==> src/rtl/mem_stage_pkg.sv <==
// Shared widths, load-type codes, exception codes and bus layouts for the memory stage.
// Packed structs list fields MSB first so they overlay the flat es/ms/ws buses directly.
package mem_stage_pkg;

    localparam int ES_TO_MS_BUS_WD = 197;
    localparam int MS_TO_WS_BUS_WD = 192;
    localparam int MS_FWD_WD       = 57;

    localparam logic [2:0] LD_B  = 3'b000;
    localparam logic [2:0] LD_H  = 3'b001;
    localparam logic [2:0] LD_W  = 3'b010;
    localparam logic [2:0] LD_BU = 3'b100;
    localparam logic [2:0] LD_HU = 3'b101;

    localparam logic [5:0] ECODE_INT = 6'h00;
    localparam logic [5:0] ECODE_ADE = 6'h08;
    localparam logic [5:0] ECODE_ALE = 6'h09;
    localparam logic [5:0] ECODE_SYS = 6'h0b;
    localparam logic [5:0] ECODE_BRK = 6'h0c;
    localparam logic [5:0] ECODE_INE = 6'h0d;

    localparam int FWD_CSR_RE      = 56;
    localparam int FWD_CSR_NUM_HI  = 55;
    localparam int FWD_CSR_NUM_LO  = 42;
    localparam int FWD_CSR_WE      = 41;
    localparam int FWD_EX_ERTN     = 40;
    localparam int FWD_LOAD_PEND   = 39;
    localparam int FWD_RESULT_HI   = 38;
    localparam int FWD_RESULT_LO   = 7;
    localparam int FWD_DEST_HI     = 6;
    localparam int FWD_DEST_LO     = 2;
    localparam int FWD_RF_WE       = 1;
    localparam int FWD_MS_VALID    = 0;

    typedef struct packed {
        logic        rdcntid;
        logic [31:0] vaddr;
        logic        ertn;
        logic        esubcode;
        logic [5:0]  ecode;
        logic        ex;
        logic        csr_re;
        logic [13:0] csr_num;
        logic [31:0] csr_wvalue;
        logic [31:0] csr_wmask;
        logic        csr_we;
        logic        gr_we;
        logic [4:0]  dest;
        logic [31:0] final_result;
        logic [31:0] pc;
    } ms_to_ws_t;

    // On the es side final_result carries the ALU result / memory address.
    typedef struct packed {
        logic [2:0]  ld_type;
        logic        res_from_mem;
        logic        mem_req;
        ms_to_ws_t   ws;
    } es_to_ms_t;

endpackage

==> src/rtl/mem_load_align.sv <==
// Load data alignment: byte/half select by address, then sign or zero extension.
// Purely combinational; unknown load types pass the word through untouched.
module mem_load_align
    import mem_stage_pkg::*;
(
    input  logic [31:0] rdata,
    input  logic [1:0]  addr,
    input  logic [2:0]  ld_type,
    output logic [31:0] load_data
);

    logic [7:0]  byte_sel;
    logic [15:0] half_sel;

    always_comb begin
        case (addr)
            2'd0:    byte_sel = rdata[7:0];
            2'd1:    byte_sel = rdata[15:8];
            2'd2:    byte_sel = rdata[23:16];
            default: byte_sel = rdata[31:24];
        endcase
        half_sel = addr[1] ? rdata[31:16] : rdata[15:0];

        case (ld_type)
            LD_B:    load_data = {{24{byte_sel[7]}}, byte_sel};
            LD_H:    load_data = {{16{half_sel[15]}}, half_sel};
            LD_W:    load_data = rdata;
            LD_BU:   load_data = {24'd0, byte_sel};
            LD_HU:   load_data = {16'd0, half_sel};
            default: load_data = rdata;
        endcase
    end

endmodule

==> src/rtl/mem_stage.sv <==
// Memory stage: holds one instruction from es, waits for its data-SRAM response, aligns load data.
// 1 cycle through when no memory request, otherwise released in the data_ok cycle; stalls on !ws_allowin.
// Responses that arrive while ws is stalled are buffered; responses of flushed instructions are counted and dropped.
module mem_stage
    import mem_stage_pkg::*;
(
    input  logic                       clk,
    input  logic                       reset,
    input  logic                       flush,
    output logic                       ms_allowin,
    input  logic                       es_to_ms_valid,
    input  logic [ES_TO_MS_BUS_WD-1:0] es_to_ms_bus,
    input  logic                       ws_allowin,
    output logic                       ms_to_ws_valid,
    output logic [MS_TO_WS_BUS_WD-1:0] ms_to_ws_bus,
    input  logic                       data_sram_data_ok,
    input  logic [31:0]                data_sram_rdata,
    output logic [MS_FWD_WD-1:0]       ms_forward
);

    es_to_ms_t   es_in;
    es_to_ms_t   es_cap;
    es_to_ms_t   ms_bus;
    ms_to_ws_t   ws_out;

    logic        ms_valid;
    logic        ms_ready_go;
    logic        data_ok_use;
    logic        capture;
    logic        to_ws;

    logic        rdata_buf_valid;
    logic [31:0] rdata_buf;
    logic [31:0] rdata_sel;
    logic [31:0] load_data;
    logic [31:0] final_result;

    logic [1:0]  discard_cnt;
    logic [2:0]  discard_sum;
    logic        inc_ms;
    logic        inc_es;
    logic        dec;

    logic        unused_es_vaddr;

    assign es_in = es_to_ms_bus;

    // The incoming vaddr slot is ignored: ms reports the ALU result as the faulting address.
    always_comb begin
        es_cap          = es_in;
        es_cap.ws.vaddr = es_in.ws.final_result;
    end
    assign unused_es_vaddr = ^es_in.ws.vaddr;

    // A response is only ours once every stale response has been drained.
    assign data_ok_use    = data_sram_data_ok & (discard_cnt == 2'd0);
    assign ms_ready_go    = ~ms_bus.mem_req | data_ok_use | rdata_buf_valid;
    assign ms_allowin     = ~ms_valid | (ms_ready_go & ws_allowin);
    assign ms_to_ws_valid = ms_valid & ms_ready_go;
    assign to_ws          = ms_to_ws_valid & ws_allowin;
    assign capture        = es_to_ms_valid & ms_allowin & ~flush;

    always_ff @(posedge clk) begin
        if (reset) begin
            ms_valid <= 1'b0;
        end else if (flush) begin
            ms_valid <= 1'b0;
        end else if (ms_allowin) begin
            ms_valid <= es_to_ms_valid;
        end
    end

    always_ff @(posedge clk) begin
        if (reset) begin
            ms_bus <= '0;
        end else if (capture) begin
            ms_bus <= es_cap;
        end
    end

    always_ff @(posedge clk) begin
        if (reset || flush) begin
            rdata_buf_valid <= 1'b0;
            rdata_buf       <= 32'd0;
        end else if (to_ws) begin
            rdata_buf_valid <= 1'b0;
        end else if (ms_valid && ms_bus.mem_req && data_ok_use && !rdata_buf_valid) begin
            rdata_buf_valid <= 1'b1;
            rdata_buf       <= data_sram_rdata;
        end
    end

    // Killed requests still get answered: the one held in ms and any es issues in the flush cycle.
    assign inc_ms      = flush & ms_valid & ms_bus.mem_req & ~data_ok_use & ~rdata_buf_valid;
    assign inc_es      = flush & es_to_ms_valid & es_in.mem_req;
    assign dec         = data_sram_data_ok & (discard_cnt != 2'd0);
    assign discard_sum = {1'b0, discard_cnt} + {2'b00, inc_ms} + {2'b00, inc_es} - {2'b00, dec};

    always_ff @(posedge clk) begin
        if (reset) begin
            discard_cnt <= 2'd0;
        end else begin
            discard_cnt <= (discard_sum > 3'd3) ? 2'd3 : discard_sum[1:0];
        end
    end

    assign rdata_sel = rdata_buf_valid ? rdata_buf : data_sram_rdata;

    mem_load_align u_align (
        .rdata     (rdata_sel),
        .addr      (ms_bus.ws.final_result[1:0]),
        .ld_type   (ms_bus.ld_type),
        .load_data (load_data)
    );

    assign final_result = ms_bus.res_from_mem ? load_data : ms_bus.ws.final_result;

    always_comb begin
        ws_out              = ms_bus.ws;
        ws_out.final_result = final_result;
    end
    assign ms_to_ws_bus = ws_out;

    always_comb begin
        ms_forward = '0;
        if (ms_valid) begin
            ms_forward[FWD_CSR_RE]                        = ms_bus.ws.csr_re;
            ms_forward[FWD_CSR_NUM_HI:FWD_CSR_NUM_LO]     = ms_bus.ws.csr_num;
            ms_forward[FWD_CSR_WE]                        = ms_bus.ws.csr_we;
            ms_forward[FWD_EX_ERTN]                       = ms_bus.ws.ex | ms_bus.ws.ertn;
            ms_forward[FWD_LOAD_PEND]                     = ms_bus.res_from_mem & ~ms_ready_go;
            ms_forward[FWD_RESULT_HI:FWD_RESULT_LO]       = final_result;
            ms_forward[FWD_DEST_HI:FWD_DEST_LO]           = ms_bus.ws.dest;
            ms_forward[FWD_RF_WE]                         = ms_bus.ws.gr_we & ~ms_bus.ws.ex;
            ms_forward[FWD_MS_VALID]                      = 1'b1;
        end
    end

endmodule

==> config.mk <==
export PLATFORM = sky130hd
export DESIGN_NAME = mem_stage
export DESIGN_NICKNAME = d
export VERILOG_FILES = /design/src/rtl/mem_stage_pkg.sv /design/src/rtl/mem_load_align.sv /design/src/rtl/mem_stage.sv
export SDC_FILE = /design/constraint.sdc
export NUM_CORES = 1
export LEC_CHECK = 0
export CORE_AREA = 2 2 190 192
export CTS_BUF_LIST = sky130_fd_sc_hd__clkbuf_4 sky130_fd_sc_hd__clkbuf_8 sky130_fd_sc_hd__clkbuf_16
export DETAILED_ROUTE_END_ITERATION = 8
export DIE_AREA = 0 0 192 194
export SLEW_MARGIN = 15
export SYNTH_ARGS = -nofsm -noshare
export SYNTH_HDL_FRONTEND = slang
export SYNTH_SLANG_ARGS = --single-unit
==> constraint.sdc <==
create_clock -name clk -period 2.2 [get_ports clk]
set_clock_uncertainty 0.1 [all_clocks]
set_input_delay 0.44 -clock clk [delete_from_list [all_inputs] [get_ports clk]]
set_output_delay 0.44 -clock clk [all_outputs]
set_load 0.01 [all_outputs]
-- Yosys cells after proc, flatten, opt, wreduce, memory -nomap -nowiden
Index checks and enable logic that the tools add are counted.
- latch bits: 0
- register bits: 201
- memory bits (read-only): 0
- input bits: 235
- memory bits (writable): 0
- memories kept: 0
- bitwise logic cells: 27
- reduce and logical (&&, ||, !) cells: 12
- shift-type cells: 0
- equality and inequality tests: 5
- multiply operators: 0
- add/sub/neg operators: 3
- magnitude comparators: 1
- divide/modulo/power cells: 0
- muxes and demuxes: 7
- operators with widths (operator ; count):
    $pmux 32 s4 ; 1
    $mux 32 ; 2
    $mux 57 ; 1
    $pmux 8 s3 ; 1
    $mux 16 ; 1
    $and 1x1->1 ; 15
    $not 1->1 ; 8
    $eq 3x3->1 const B ; 2
    $logic_not 2->1 ; 2
    $or 1x1->1 ; 4
    $reduce_or 2->1 ; 2
    $add 2x1->3 ; 1
    $add 3x1->3 ; 1
    $eq 3x1->1 const B ; 1
    $gt 3x2->1 const B ; 1
    $logic_and 1x1->1 ; 3
    $logic_not 3->1 ; 1
    $sub 3x1->3 ; 1
    $eq 2x1->1 const B ; 1
    $eq 2x2->1 const B ; 1
    $mux 2 ; 1
    $reduce_and 2->1 ; 1
    $reduce_bool 2->1 ; 1
    $logic_not 1->1 ; 1
    $logic_or 1x1->1 ; 1

-- Longest topological paths before layout
- depth in word-level cells: 10
- gate-level depth with buffers: 11
- depth with buffers taken out: 10

-- Cells and area by module
Synthesis repeated with hierarchy kept, for this count alone.
- cells, all modules: 1323
- area total of the unflattened synthesis: 11933.9 um2
- by module, submodules not included (module ; instances ; cells an instance ; area an instance (um2)):
    mem_stage ; 1 ; 1192 ; 11210.8
    mem_load_align ; 1 ; 131 ; 723.2

-- Worst setup path before layout
OpenSTA, ideal clock, no wires.
- path kind: reg-to-reg
- from: reg ms_valid
- to: reg discard_cnt[0]
- data arrival time: 2.186 ns
- period minus slack after synthesis: 2.414 ns
- slack: -0.214 ns
- cell stages (with the launch flop): 11
- path buffers: 2
- required time: 1.972 ns
- cells stage by stage: dfxtp_1 clkbuf_1 clkbuf_1 nand3_1 ha_1 inv_1 fa_1 fa_1 xnor2_1 nor2_1 nor2_1
- word-level cells in the longest chain between the ends: 9
- RTL lines (what ; RTL line ; text):
    from (decl) ; mem_stage.sv:26 ; logic ms_valid;
    from (signal assigned) ; mem_stage.sv:69 ; ms_valid <= es_to_ms_valid;
    $and 1x1->1 (*) (4 in series) ; mem_stage.sv:94 ; assign inc_ms = flush & ms_valid & ms_bus.mem_req & ~data_ok_use & ~rdata_buf_valid;
    $add 2x1->3 (*) ; mem_stage.sv:97 ; assign discard_sum = {1'b0, discard_cnt} + {2'b00, inc_ms} + {2'b00, inc_es} - {2'b00, dec};
    $add 3x1->3 (*) ; mem_stage.sv:97 ;
    $sub 3x1->3 (*) ; mem_stage.sv:97 ;
    $gt 3x2->1 ; mem_stage.sv:103 ; discard_cnt <= (discard_sum > 3'd3) ? 2'd3 : discard_sum[1:0];
    $mux 2 (*) ; mem_stage.sv:103 ;
    to (signal assigned) ; mem_stage.sv:103 ;
    to (decl) ; mem_stage.sv:38 ; logic [1:0] discard_cnt;
Mark *: on every way between the ends. The rest lies on a longest branch, timed or not.
A chain may end at the register's enable or synchronous reset.

-- Final worst setup path
- from: reg rdata_buf_valid
- to: out ms_forward[11]
- word-level cells in the longest chain between the ends: 5
- elaborated cells between the ends (all ways): 6
- RTL lines (what ; RTL line ; text):
    from (decl) ; mem_stage.sv:32 ; logic rdata_buf_valid;
    from (signal assigned) ; mem_stage.sv:83 ; rdata_buf_valid <= 1'b0;
    from (signal assigned) ; mem_stage.sv:86 ; rdata_buf_valid <= 1'b0;
    from (signal assigned) ; mem_stage.sv:88 ; rdata_buf_valid <= 1'b1;
    $mux 32 (*) ; mem_stage.sv:107 ; assign rdata_sel = rdata_buf_valid ? rdata_buf : data_sram_rdata;
    $pmux 8 s3 or $mux 16 (tied branches) ; mem_load_align.sv:16, mem_load_align.sv:22 ;
    $pmux 32 s4 (*) ; mem_load_align.sv:24 ; case (ld_type)
    $mux 32 (*) ; mem_stage.sv:116 ; assign final_result = ms_bus.res_from_mem ? load_data : ms_bus.ws.final_result;
    $mux 57 (*) ; mem_stage.sv:126 ; if (ms_valid) begin
    to (decl) ; mem_stage.sv:18 ; output logic [MS_FWD_WD-1:0] ms_forward
Marked as above.

==> results.cfg <==
[floorplan]
start_util_pct = 28.72
io_pins = 486
die_w_um = 192
fp-row-count = 69
dieArea_um2 = 37250
fp.dieH_um = 194
core_area_um2 = 35220

[critical_path]
cp_max_fo = 4
slowest_stage = dfxtp_4
cp_data_required_time_ps = 1660
cp-start-kind = flip-flop
cp-end-kind = output port
critPathTopFamily = buffers and inverters
critical_path_class = flip-flop to output port
arrival_ps = 2540
critical-path-max-stage-delay_ps = 370
path_cells = buf_12 > buf_16 > buf_8 > buf_6 > mux2_4 > o41ai_2 > buf_4 > a21oi_2 > a22o_1 > and2_1 > buf_2
crit_buf_inv = 6

[synth]
syn_area_per_cell_um2 = 7.903
synthesis.nets = 1518
synth-async-reset-ratio_pct = 0
syn-instance-count = 1280
yosysMostFrequentCell = nand2_1
synthFlopType = dfxtp_1
yosysWarnings = 0
yosysTopAreaCell = dfxtp_1
synthTopCellsByArea = dfxtp_1 (40%), nand2_1 (13%), buf_4 (12%)
synthesis.area_um2 = 10120
ys_top_cells_by_count = nand2_1 (355), dfxtp_1 (201), a21oi_1 (198), buf_4 (164), nor2_1 (61)
synth_edf_count = 0
synth_top_area_share_pct = 39.78
ys_ff_latch = 201
synth.distinct_cells = 49
ys_seq_area_share_pct = 39.78

[timing]
hold_viol_final = 0
finalSetupViolations = 67
tightest_slew_ps = 561.9
period_minus_slack_ps = 3081
fin_crit_sh_pct = 140.0
worst_slew_margin_rel_pct = 62.54
setup_ws_ps = -880.5
rsz0062_at_grt = yes
slew_viol_final = 0
fmax_mhz = 324.6

[layout]
areaGrowthSynthToFinish_pct = 66.43
final_cell_count_no_fill = 2174
nNetsFinal = 1931
final_layout_size_suffix_gt1_share_pct = 25.67
post-route-util_pct = 47.80

[routing]
drt_iter0_drc = 373
firstDrtPassIters = 5
drt_wl_total_um = 42500
vias = 10260
drc_errors = 0
vias_per_cell = 4.718
ant_nets = 0
avgRoutedWirePerCell_um = 19.55

[global_routing]
grt_pass1_vias = 10100
grt_usage_pct = 20.64
grt_pass1_wl_um = 59820
grt_overflow = 0
grt_max_degree = 84
antenna_found_initial = 6

[pwr]
seqPwrFrac_pct = 37.9
p_clk_share_pct = 40.0
switchingPower_mw = 2.782
combPwrFrac_pct = 22.1
power_density_nw_per_um2 = 614.3
total_power_mw = 10.34
internal-power_mw = 7.561
vdd_drop_max_mv = 0.5554
p_sw_share_pct = 26.90
p_leak_nw = 6.724

[placed_design]
place_ws_ps = -1104
gp_congestion = 0.8189
place_inst = 2066
dpl.hpwl_um = 28510
io_buffers = 453

[clocking]
cts_tree = yes
htree_num_levels = 1
path_clk_slew_ps = 60
cts_made_buffers = 24
cts_buffer_depth = 3
worst_skew_pair.late_latency_ps = 520
cts_root_buf = clkbuf_16
clock_sinks = 201
holdBufCountCts = 0

[hold_path]
hold_class = primary input to flip-flop

[flow_run]
cap_violations = 0

[status]
violations = setup timing
run_status = finished, violations left
==> cell families (layout without fill, tap and decap cells) <==
kind of cell	Yosys count	in the layout	synth area share [%]
mux	77	77	8.398
simple gates	462	462	18.32
fa+ha+maj	3	3	0.5195
xor+xnor	1	1	0.08660
other cells	0	3	0
flops	201	201	39.78
buf+inv	261	691	16.34
compound gates	275	275	16.56
==> tightest hold or removal path: cells and delay by family <==
kind	cells	cell delay (ps)
and+or+nand+nor	2	210
buffers and inverters	1	90
==> cells in the final DEF, fill, tap and decap left out, types with 4 or more instances in the layout <==
master	count
buf_2	60
buf_6	31
nor2_1	59
nand2_1	352
o22ai_1	8
buf_4	114
dfxtp_1	194
clkbuf_16	39
a22o_1	6
mux2_4	9
buf_8	7
a21oi_1	163
clkbuf_4	6
and2_1	26
a21oi_2	35
o211ai_1	5
buf_16	5
mux2i_1	43
o21ai_0	6
mux2_2	21
clkinv_2	7
clkbuf_8	4
dlygate4sd2_1	24
a22oi_1	7
buf_12	22
clkdlybuf4s50_1	358
inv_1	4
a211oi_2	22
dfxtp_2	4
==> timing repair <==
item | in CTS | in global routing
buffers inserted | 30 | 23
endpoints found under the hold margin | 0 | 0
cloned | 7 | 14
resized for setup | 403 | 54
pin swaps | 31 | 24
setup endpoints to repair | 95 | 170
==> flip-flops by register name, summed over array words and instances, names as in the netlist <==
register and count:
ms_to_ws_bus 128, ms_bus 37, rdata_buf 32, discard_cnt 2
ms_valid 1, rdata_buf_valid 1
==> path summary, 6_finish.rpt <==
| kind | from | endpoint | slack (ps) | depth (start not counted) |
|---|---|---|---|---|
| worst min-delay path | reset | ms_valid | 160 | 3 |
| worst max-delay path | rdata_buf_valid | ms_forward[11] | -880 | 11 |
| worst max register to register | rdata_buf_valid | discard_cnt[1] | -210 | 11 |
| worst min register to register | ms_to_ws_bus[6] | ms_to_ws_bus[6] | 350 | 2 |
==> power by group through the flow <==
stage                     clock network, mW  registers, mW  logic [mW]
after global routing                   4.39           3.94        2.44
after global placement                    0           3.98        1.96
after floorplan                           0           3.97       0.958
final                                  4.14           3.92        2.28
after detailed placement                  0           3.99        1.98
after CTS                              4.26           3.92        2.12
==> per-layer routing <==
layer	part of all wire (%)	wire, um	vias up	GRT usage (%)
met5	0.049	21	-	0
met4	2.8	1194	4	6.757
met3	7.7	3260	76	5.249
met2	49	20860	381	36.22
li1	-	-	4908	-
met1	40	17170	4887	24.34
==> area by class of cell <==
cell class                      count  area [um^2]
Timing Repair Buffer              640         6425
Tap cell                          461        576.8
Clock inverter                      8        90.09
Antenna cell                        3        7.507
Clock buffer                       35        725.7
Multi-Input combinational cell    818         4928
Sequential cell                   201         4040
Inverter                            8        42.54
Fill cell                        3416        18390
==> stage by stage <==
step | setup TNS (ps) | instance area, um^2 | hold slack (ps)
floorplan | -724.0 | 10200 | 336.7
global placement | -134970 | 14850 | 340.4
detailed placement | -148510 | 14850 | 345.3
CTS | -57820 | 16220 | 137.8
global route | -58240 | 16840 | 150.3
finish | -51410 | 16840 | 163.6
(Power assumes the default switching activity.)
